## src/rtl/io_pad_arbiter.sv

```systemverilog
// Round-robin arbiter granting one pad function at a time, with forced idle turnaround after transmit use.
// Optional grant-hold timeout enabled by defining IO_PAD_ARBITER_TIMEOUT_EN.
module io_pad_arbiter #(
   parameter int RXCOUNT    = 2,
   parameter int TXCOUNT    = 2,
   parameter int TURNAROUND = 1,
   parameter int MAXHOLD    = 16,
   localparam int FUNCCOUNT = RXCOUNT + TXCOUNT,
   localparam int MUXWIDTH  = $clog2(FUNCCOUNT)
) (
   input  logic                 clk,
   input  logic                 rst,
   input  logic [FUNCCOUNT-1:0] req,
   output logic [FUNCCOUNT-1:0] grant,
   output logic [MUXWIDTH-1:0]  func_select,
   output logic                 busy
);

   localparam int TCW = (TURNAROUND > 0) ? $clog2(TURNAROUND + 1) : 1;
   localparam logic [MUXWIDTH-1:0] FIRST_TX = MUXWIDTH'(RXCOUNT);
   localparam logic [MUXWIDTH-1:0] LAST_IDX = MUXWIDTH'(FUNCCOUNT - 1);

   if (FUNCCOUNT < 2) begin : g_bad_count
      $error("io_pad_arbiter: RXCOUNT+TXCOUNT must be at least 2");
   end
   if (MAXHOLD < 1) begin : g_bad_hold
      $error("io_pad_arbiter: MAXHOLD must be at least 1");
   end

   typedef enum logic [1:0] {IDLE, GRANT, TURN} state_t;

   state_t                state_q, state_n;
   logic [FUNCCOUNT-1:0]  grant_q, grant_n;
   logic [MUXWIDTH-1:0]   sel_q, sel_n;
   logic [MUXWIDTH-1:0]   ptr_q, ptr_n;
   logic [TCW-1:0]        turn_q, turn_n;
   logic [MUXWIDTH-1:0]   pick;
   logic                  release_now;

`ifdef IO_PAD_ARBITER_TIMEOUT_EN
   localparam int HCW = $clog2(MAXHOLD + 1);
   logic [HCW-1:0] hold_q, hold_n;
`endif

   function automatic logic [MUXWIDTH-1:0] rr_index(input logic [MUXWIDTH-1:0] base,
                                                    input int unsigned offset);
      int unsigned s;
      s = int'(base) + offset;
      if (s >= FUNCCOUNT) s = s - FUNCCOUNT;
      return MUXWIDTH'(s);
   endfunction

   // First requester at or after the pointer, scanning with wrap-around.
   always_comb begin
      pick = '0;
      for (int unsigned k = FUNCCOUNT; k > 0; k--) begin
         if (req[rr_index(ptr_q, k - 1)]) pick = rr_index(ptr_q, k - 1);
      end
   end

   always_comb begin
      release_now = !req[sel_q];
`ifdef IO_PAD_ARBITER_TIMEOUT_EN
      if ((hold_q == HCW'(MAXHOLD)) && |(req & ~grant_q)) release_now = 1'b1;
`endif
   end

   always_comb begin
      state_n = state_q;
      grant_n = grant_q;
      sel_n   = sel_q;
      ptr_n   = ptr_q;
      turn_n  = turn_q;
`ifdef IO_PAD_ARBITER_TIMEOUT_EN
      hold_n  = hold_q;
`endif
      case (state_q)
         IDLE: begin
            if (|req) begin
               grant_n       = '0;
               grant_n[pick] = 1'b1;
               sel_n         = pick;
               state_n       = GRANT;
`ifdef IO_PAD_ARBITER_TIMEOUT_EN
               hold_n        = HCW'(1);
`endif
            end
         end
         GRANT: begin
            if (release_now) begin
               grant_n = '0;
               sel_n   = '0;
               ptr_n   = (sel_q == LAST_IDX) ? '0 : sel_q + 1'b1;
               turn_n  = '0;
               state_n = ((sel_q >= FIRST_TX) && (TURNAROUND > 0)) ? TURN : IDLE;
            end
`ifdef IO_PAD_ARBITER_TIMEOUT_EN
            else if (hold_q != HCW'(MAXHOLD)) begin
               hold_n = hold_q + 1'b1;
            end
`endif
         end
         TURN: begin
            if (turn_q == TCW'(TURNAROUND - 1)) begin
               turn_n  = '0;
               state_n = IDLE;
            end else begin
               turn_n  = turn_q + 1'b1;
            end
         end
         default: begin
            state_n = IDLE;
            grant_n = '0;
            sel_n   = '0;
         end
      endcase
   end

   always_ff @(posedge clk) begin
      if (rst) begin
         state_q <= IDLE;
         grant_q <= '0;
         sel_q   <= '0;
         ptr_q   <= '0;
         turn_q  <= '0;
`ifdef IO_PAD_ARBITER_TIMEOUT_EN
         hold_q  <= '0;
`endif
      end else begin
         state_q <= state_n;
         grant_q <= grant_n;
         sel_q   <= sel_n;
         ptr_q   <= ptr_n;
         turn_q  <= turn_n;
`ifdef IO_PAD_ARBITER_TIMEOUT_EN
         hold_q  <= hold_n;
`endif
      end
   end

   assign grant       = grant_q;
   assign func_select = sel_q;
   assign busy        = (state_q != IDLE);

endmodule

```

## config.mk

```make
export PLATFORM = sky130hd
export DESIGN_NAME = io_pad_arbiter
export DESIGN_NICKNAME = d
export VERILOG_FILES = /design/src/rtl/io_pad_arbiter.sv
export SDC_FILE = /design/constraint.sdc
export NUM_CORES = 1
export LEC_CHECK = 0
export CORE_AREA = 10 10 47 49
export CTS_CLUSTER_DIAMETER = 60
export DETAILED_ROUTE_END_ITERATION = 6
export DIE_AREA = 0 0 57 59
export PLACE_DENSITY_LB_ADDON = 0.2
export SYNTH_ARGS = -nofsm -noshare
export SYNTH_HDL_FRONTEND = slang
export SYNTH_SLANG_ARGS = --single-unit
```

## constraint.sdc

```tcl
create_clock -name clk -period 2.8 [get_ports clk]
set_input_delay 0.56 -clock clk [delete_from_list [all_inputs] [get_ports clk]]
set_output_delay 0.56 -clock clk [all_outputs]
set_load 0.01 [all_outputs]
```

# After elaboration in Yosys (flattened, before gate mapping)
# Index checks and enable logic that the tools add are counted.
[totals]
regBits = 11
input_bits = 6
out_inout_bits = 7
word_cells = 78
[classes]
order_cmp = 12
mux = 35
n_reduce_logical = 9
n_eq_ne = 6
n_addsub = 9
bitwise_logic = 2
[op_table]
columns = ["operator", "n"]
rows = [
  ["2-to-1 mux 2 bit", 15],
  ["less-than comparator 2 x 3 -> 1 bit (second input constant)", 6],
  ["case mux 2 bit (3 select lines)", 2],
  ["case mux 4 bit (3 select lines)", 1],
  ["binary-select mux 1 bit (select 2 bit)", 5],
  ["greater-or-equal comparator 3 bit (second input constant)", 3],
  ["2-to-1 mux 1 bit", 8],
  ["2-to-1 mux 4 bit", 2],
  ["subtractor 2 x 1 -> 2 bit (second input constant)", 4],
  ["adder 2 x 2 -> 3 bit (second input constant)", 2],
  ["!= test 2 bit (second input constant)", 3],
  ["AND reduction 3 bit", 2],
  ["== test 2 bit (second input constant)", 2],
  ["AND reduction 2 bit", 2],
  ["nonzero test 2 bit", 2],
  ["OR reduction 4 bit", 1],
  ["adder 2 x 1 -> 3 bit (second input constant)", 1],
  ["greater-or-equal comparator 2 x 3 -> 1 bit (second input constant)", 1],
  ["adder 2 x 1 -> 2 bit (second input constant)", 1],
  ["demux 1 bit (select 2 bit)", 1],
  ["== test 2 x 1 -> 1 bit (second input constant)", 1],
  ["greater-or-equal comparator 2 x 1 -> 1 bit (second input constant)", 1],
  ["greater-or-equal comparator 2 bit (second input constant)", 1],
  ["logical NOT 2 bit", 1],
  ["other kinds (4)", 5],
]

# Depth between registers and ports, before layout
[logic_depth]
depth_word = 15
depth_mapped = 4
depth_no_buf = 4

# Worst setup path after synthesis
# No wires, ideal clock.
[synth_path]
path_kind = "input port to flip-flop"
start = "in req[3]"
end = "reg ptr_q[1]"
setup_slack_ns = 1.195
required_ns = 2.714
setup_ns = 0.086
path_buffers = 0
cell_stages = 4
arrival_time_ns = 1.519
path_cell_list = "mux4_2 > nor3b_2 > nor2_1 > a211oi_1"
[synth_via]
elab_chain_cells = 4
[synth_rtl]
columns = ["element", "line", "rtl"]
rows = [
  ["start, declared", "13", "input logic [FUNCCOUNT-1:0] req,"],
  ["binary-select mux 1 bit (select 2 bit)", "62", "release_now = !req[sel_q];"],
  ["2-to-1 mux 1 bit (implied by the code)", "62", ""],
  ["NOT 1 bit (no source line)", "-", ""],
  ["AND reduction 2 bit (no source line)", "-", ""],
  ["end signal, assigned", "133", "ptr_q <= ptr_n;"],
  ["end, declared", "35", "logic [MUXWIDTH-1:0] ptr_q, ptr_n;"],
]
# Every way passes these cells. The select of a mux whose other input is x is not followed.
# A chain may end at the register's enable or synchronous reset.

# Worst setup path in the final report
[layout_path]
start = "in req[0]"
end = "reg sel_q[0], in the netlist func_select[0]"
[layout_via]
elab_chain_cells = 8
elab_cells_between_ends = 20
classes_between = "eq/ne (2); mux (16); reduce/logical (2)"
[layout_rtl]
columns = ["element", "line", "rtl"]
rows = [
  ["binary-select mux 1 bit (select 2 bit)", "57", "if (req[rr_index(ptr_q, k - 1)]) pick = rr_index(ptr_q, k - 1);"],
  ["2-to-1 mux 1 bit (implied by the code)", "57", ""],
  ["2-to-1 mux 2 bit (4 in a row)", "57", ""],
  ["2-to-1 mux 2 bit", "79", "if (|req) begin"],
  ["case mux 2 bit (3 select lines)", "77", "case (state_q)"],
  ["end signal, assigned", "132", "sel_q <= sel_n;"],
  ["end, declared", "34", "logic [MUXWIDTH-1:0] sel_q, sel_n;"],
]
# Parallel ways exist; a longest one is shown, timed or not. The select of a mux whose other input is x is not followed.

==> impl_metrics.toml <==
[detailed_routing]
totalWireLength_um = 1230
first_pass_iters = 1
drt_iter0_drc = 0
wl_per_cell_um = 13.6
drc = 0
num_vias = 486
vias_per_cell = 5.40
detail-route-antenna-nets = 0

[die]
die_y_um = 59
core-area_mm2 = 0.00140
start_util_pct = 41.4
dieArea_mm2 = 0.00336
row_count = 14
dieWidth_um = 57
boundaryPins = 13

[synthesis]
syn_nets = 67
ys_top_cells_by_area = "dfxtp_1 34%, o21bai_1 5.2%, ha_1 4.3%"
synth-compound-area-share_pct = 28.9
yosysWarnings = 0
synthAdderAreaFrac_pct = 4.31
synth-xor-area-share_pct = 0
syn_area_um2 = 581
ys_seq_area_share_pct = 34.5
muxShareOfSynthArea_pct = 7.54
synth_top_family_by_area = "compound AO/OA/AOI/OAI gates"
synth_top_cell_by_area = "dfxtp_1"
synth_cell_types = 31
synth_cells = 59
synth-simple-area-share_pct = 21.3
synth_top_area_share_pct = 34.5
ys_ff_latch = 10
synth.avg_cell_area_um2 = 9.84

[sta]
fin_hold_ws_ns = 0.467
maxSlewHeadroom_pct = 63.3
finalSetupViolCount = 0
period_needed_ns = 2.12
drv_slew = 0
finalHoldViolCount = 0
post-route-period-util_pct = 75.7
layout_setup_ws_ns = 0.681
worst_slew_pin_slew_ns = 0.546
clock.fmax_mhz = 472
rsz0062_at_grt = "no"
tns_ns = 0
fin_skew_ns = 0.00429

[setup_path]
slowest_stage = "nor4_1"
cp-end-kind = "register"
slowest_delay_ns = 0.55
path_max_fanout = 7
arrival_ns = 2.28
cp.required_ns = 2.96
path_cells = "clkdlybuf4s50_1 > nor4_1 > or3_1 > o21bai_1 > a21bo_2"
cp-start-kind = "primary input"
worst_path_dominant_cell_family = "simple AND/OR/NAND/NOR gates"
criticalPathCategory = "in2reg"
crit_buf_inv = 1

[power]
max-vdd-ir-drop_uv = 235
p_per_area_mw_per_mm2 = 524
p_leak_nw = 0.280

[clocking]
clk_path_buf_depth = 2
cts_resized = 0
postCtsSetupRepairBufs = 0
cts.sinks = 10
htree_levels = 1
cts-root-buf = "clkbuf_4"
cts_hold_buf = 0
clk_latency_ns = 0.26
cts_tree = "yes"
cts_buffers = 3
clkTransAtPathRegs_ns = 0.07

[run_status]
status = "finished clean"

[layout]
area_growth_pct = 29.5
nets = 83
layout-drive-gt1-share_pct = 17.6
fillers = 132
final-instance-count-excl-fill = 90
antennaDiodeCount = 0

[global_route]
antenna_found_initial = 0
grt_max_degree = 10
grtUsageTotal_pct = 7.92
grt-ovfl-total = 0
grt_pass1_wl_um = 2160
grt_pass1_vias = 468

[place]
port_buffers = 12
post-dp-hpwl_um = 902
dp_slack_ns = 0.418
placed_cells = 86
place.gp.congestion = 0.790

[min_path]
hp-class = "reg2reg"

[job]
cap_violations = 0
-- routing by layer --
metal / up-vias / routed length (um) / track usage (%)
met5: - / 0 / 0
met4: 0 / 9 / 3.02
met3: 2 / 100 / 4.72
met2: 9 / 468 / 10.7
met1: 214 / 648 / 9.92
li1: 261 / - / -
-- registers in the layout, summed over array words and instances (netlist names) --
signal	flops
grant	4
func_select	2
state_q	2
ptr_q	2
-- report_power, final --
part / switching [W] / internal [W] / total (W)
Sequential: 0.0000140 / 0.000155 / 0.000169
Combinational: 0.0000415 / 0.0000526 / 0.0000941
Clock: 0.0000528 / 0.0000788 / 0.000132
-- Yosys cell counts, drive strengths merged --
library cell	number
nor3	4
clkbuf	1
o21ai	2
mux4	1
nor4b	1
dfxtp	10
nor4	1
a221oi	2
nand2b	1
a31oi	1
o21bai	4
or4b	1
mux2i	1
o31ai	1
or2	2
nor3b	2
o221ai	1
ha	2
nor2	2
a211oi	2
a21bo	1
nand2	2
inv	4
mux2	1
o2bb2ai	2
nand4b	1
a21oi	2
a22o	2
or3	2
-- cell type report --
| cell class | instances | area (um^2) | area share, % |
|---|---|---|---|
| multi-input combinational | 44 | 360 | 47.9 |
| sequential | 10 | 200 | 26.6 |
| timing repair buffer | 12 | 120 | 16.0 |
| clock buffer | 4 | 36.3 | 4.83 |
| tap | 16 | 20.0 | 2.66 |
| inverter | 4 | 15.0 | 2.00 |
-- per-stage QoR --
step / utilization (%) / power (W) / area [um^2]
2_1_floorplan: - / 0.000227 / 581
3_3_place_gp: 51.1 / 0.000266 / 716
3_5_place_dp: 51.1 / 0.000266 / 716
4_1_cts: 53.7 / 0.000396 / 752
5_1_grt: 53.7 / 0.000417 / 752
6_report: 53.7 / 0.000394 / 752
-- cell families (layout without fill, tap and decap cells) --
| logic type | after synthesis | after routing |
|---|---|---|
| AO/OA/AOI/OAI | 20 | 20 |
| AND/OR/NAND/NOR | 19 | 19 |
| flip-flops | 10 | 10 |
| buffers and inverters | 5 | 20 |
| multiplexers | 3 | 3 |
| adder cells (fa/ha/maj) | 2 | 2 |
-- path summary, 6_finish.rpt --
| check | startpoint | endpoint | slack, ns | depth (start not counted) |
|---|---|---|---|---|
| hold / removal | grant[1] | grant[1] | 0.47 | 1 |
| hold reg to reg | grant[1] | grant[1] | 0.47 | 1 |
| setup / recovery | req[0] | func_select[0] | 0.68 | 5 |
| setup reg to reg | func_select[1] | ptr_q[1] | 1.08 | 4 |
-- layout by cell type, fill, tap and decap left out, drive strengths merged --
master,count
mux2,1
a211oi,2
o2bb2ai,2
nand4b,1
o221ai,1
a21oi,2
clkdlybuf4s50,12
nor4,1
o31ai,1
a22o,2
a21bo,1
nor3,4
o21ai,2
a31oi,1
inv,4
nor3b,2
dfxtp,10
clkbuf,4
o21bai,4
ha,2
nor2,2
mux4,1
nor4b,1
or3,2
or4b,1
nand2,2
a221oi,2
or2,2
mux2i,1
nand2b,1
-- worst reg2reg max path, cell delays in order (launching register included) --
cell and delay, ns:
dfxtp_1 0.50, mux4_2 0.60, nor3b_2 0.29, nor2_1 0.07
a211oi_1 0.19
(Power assumes the default switching activity.)
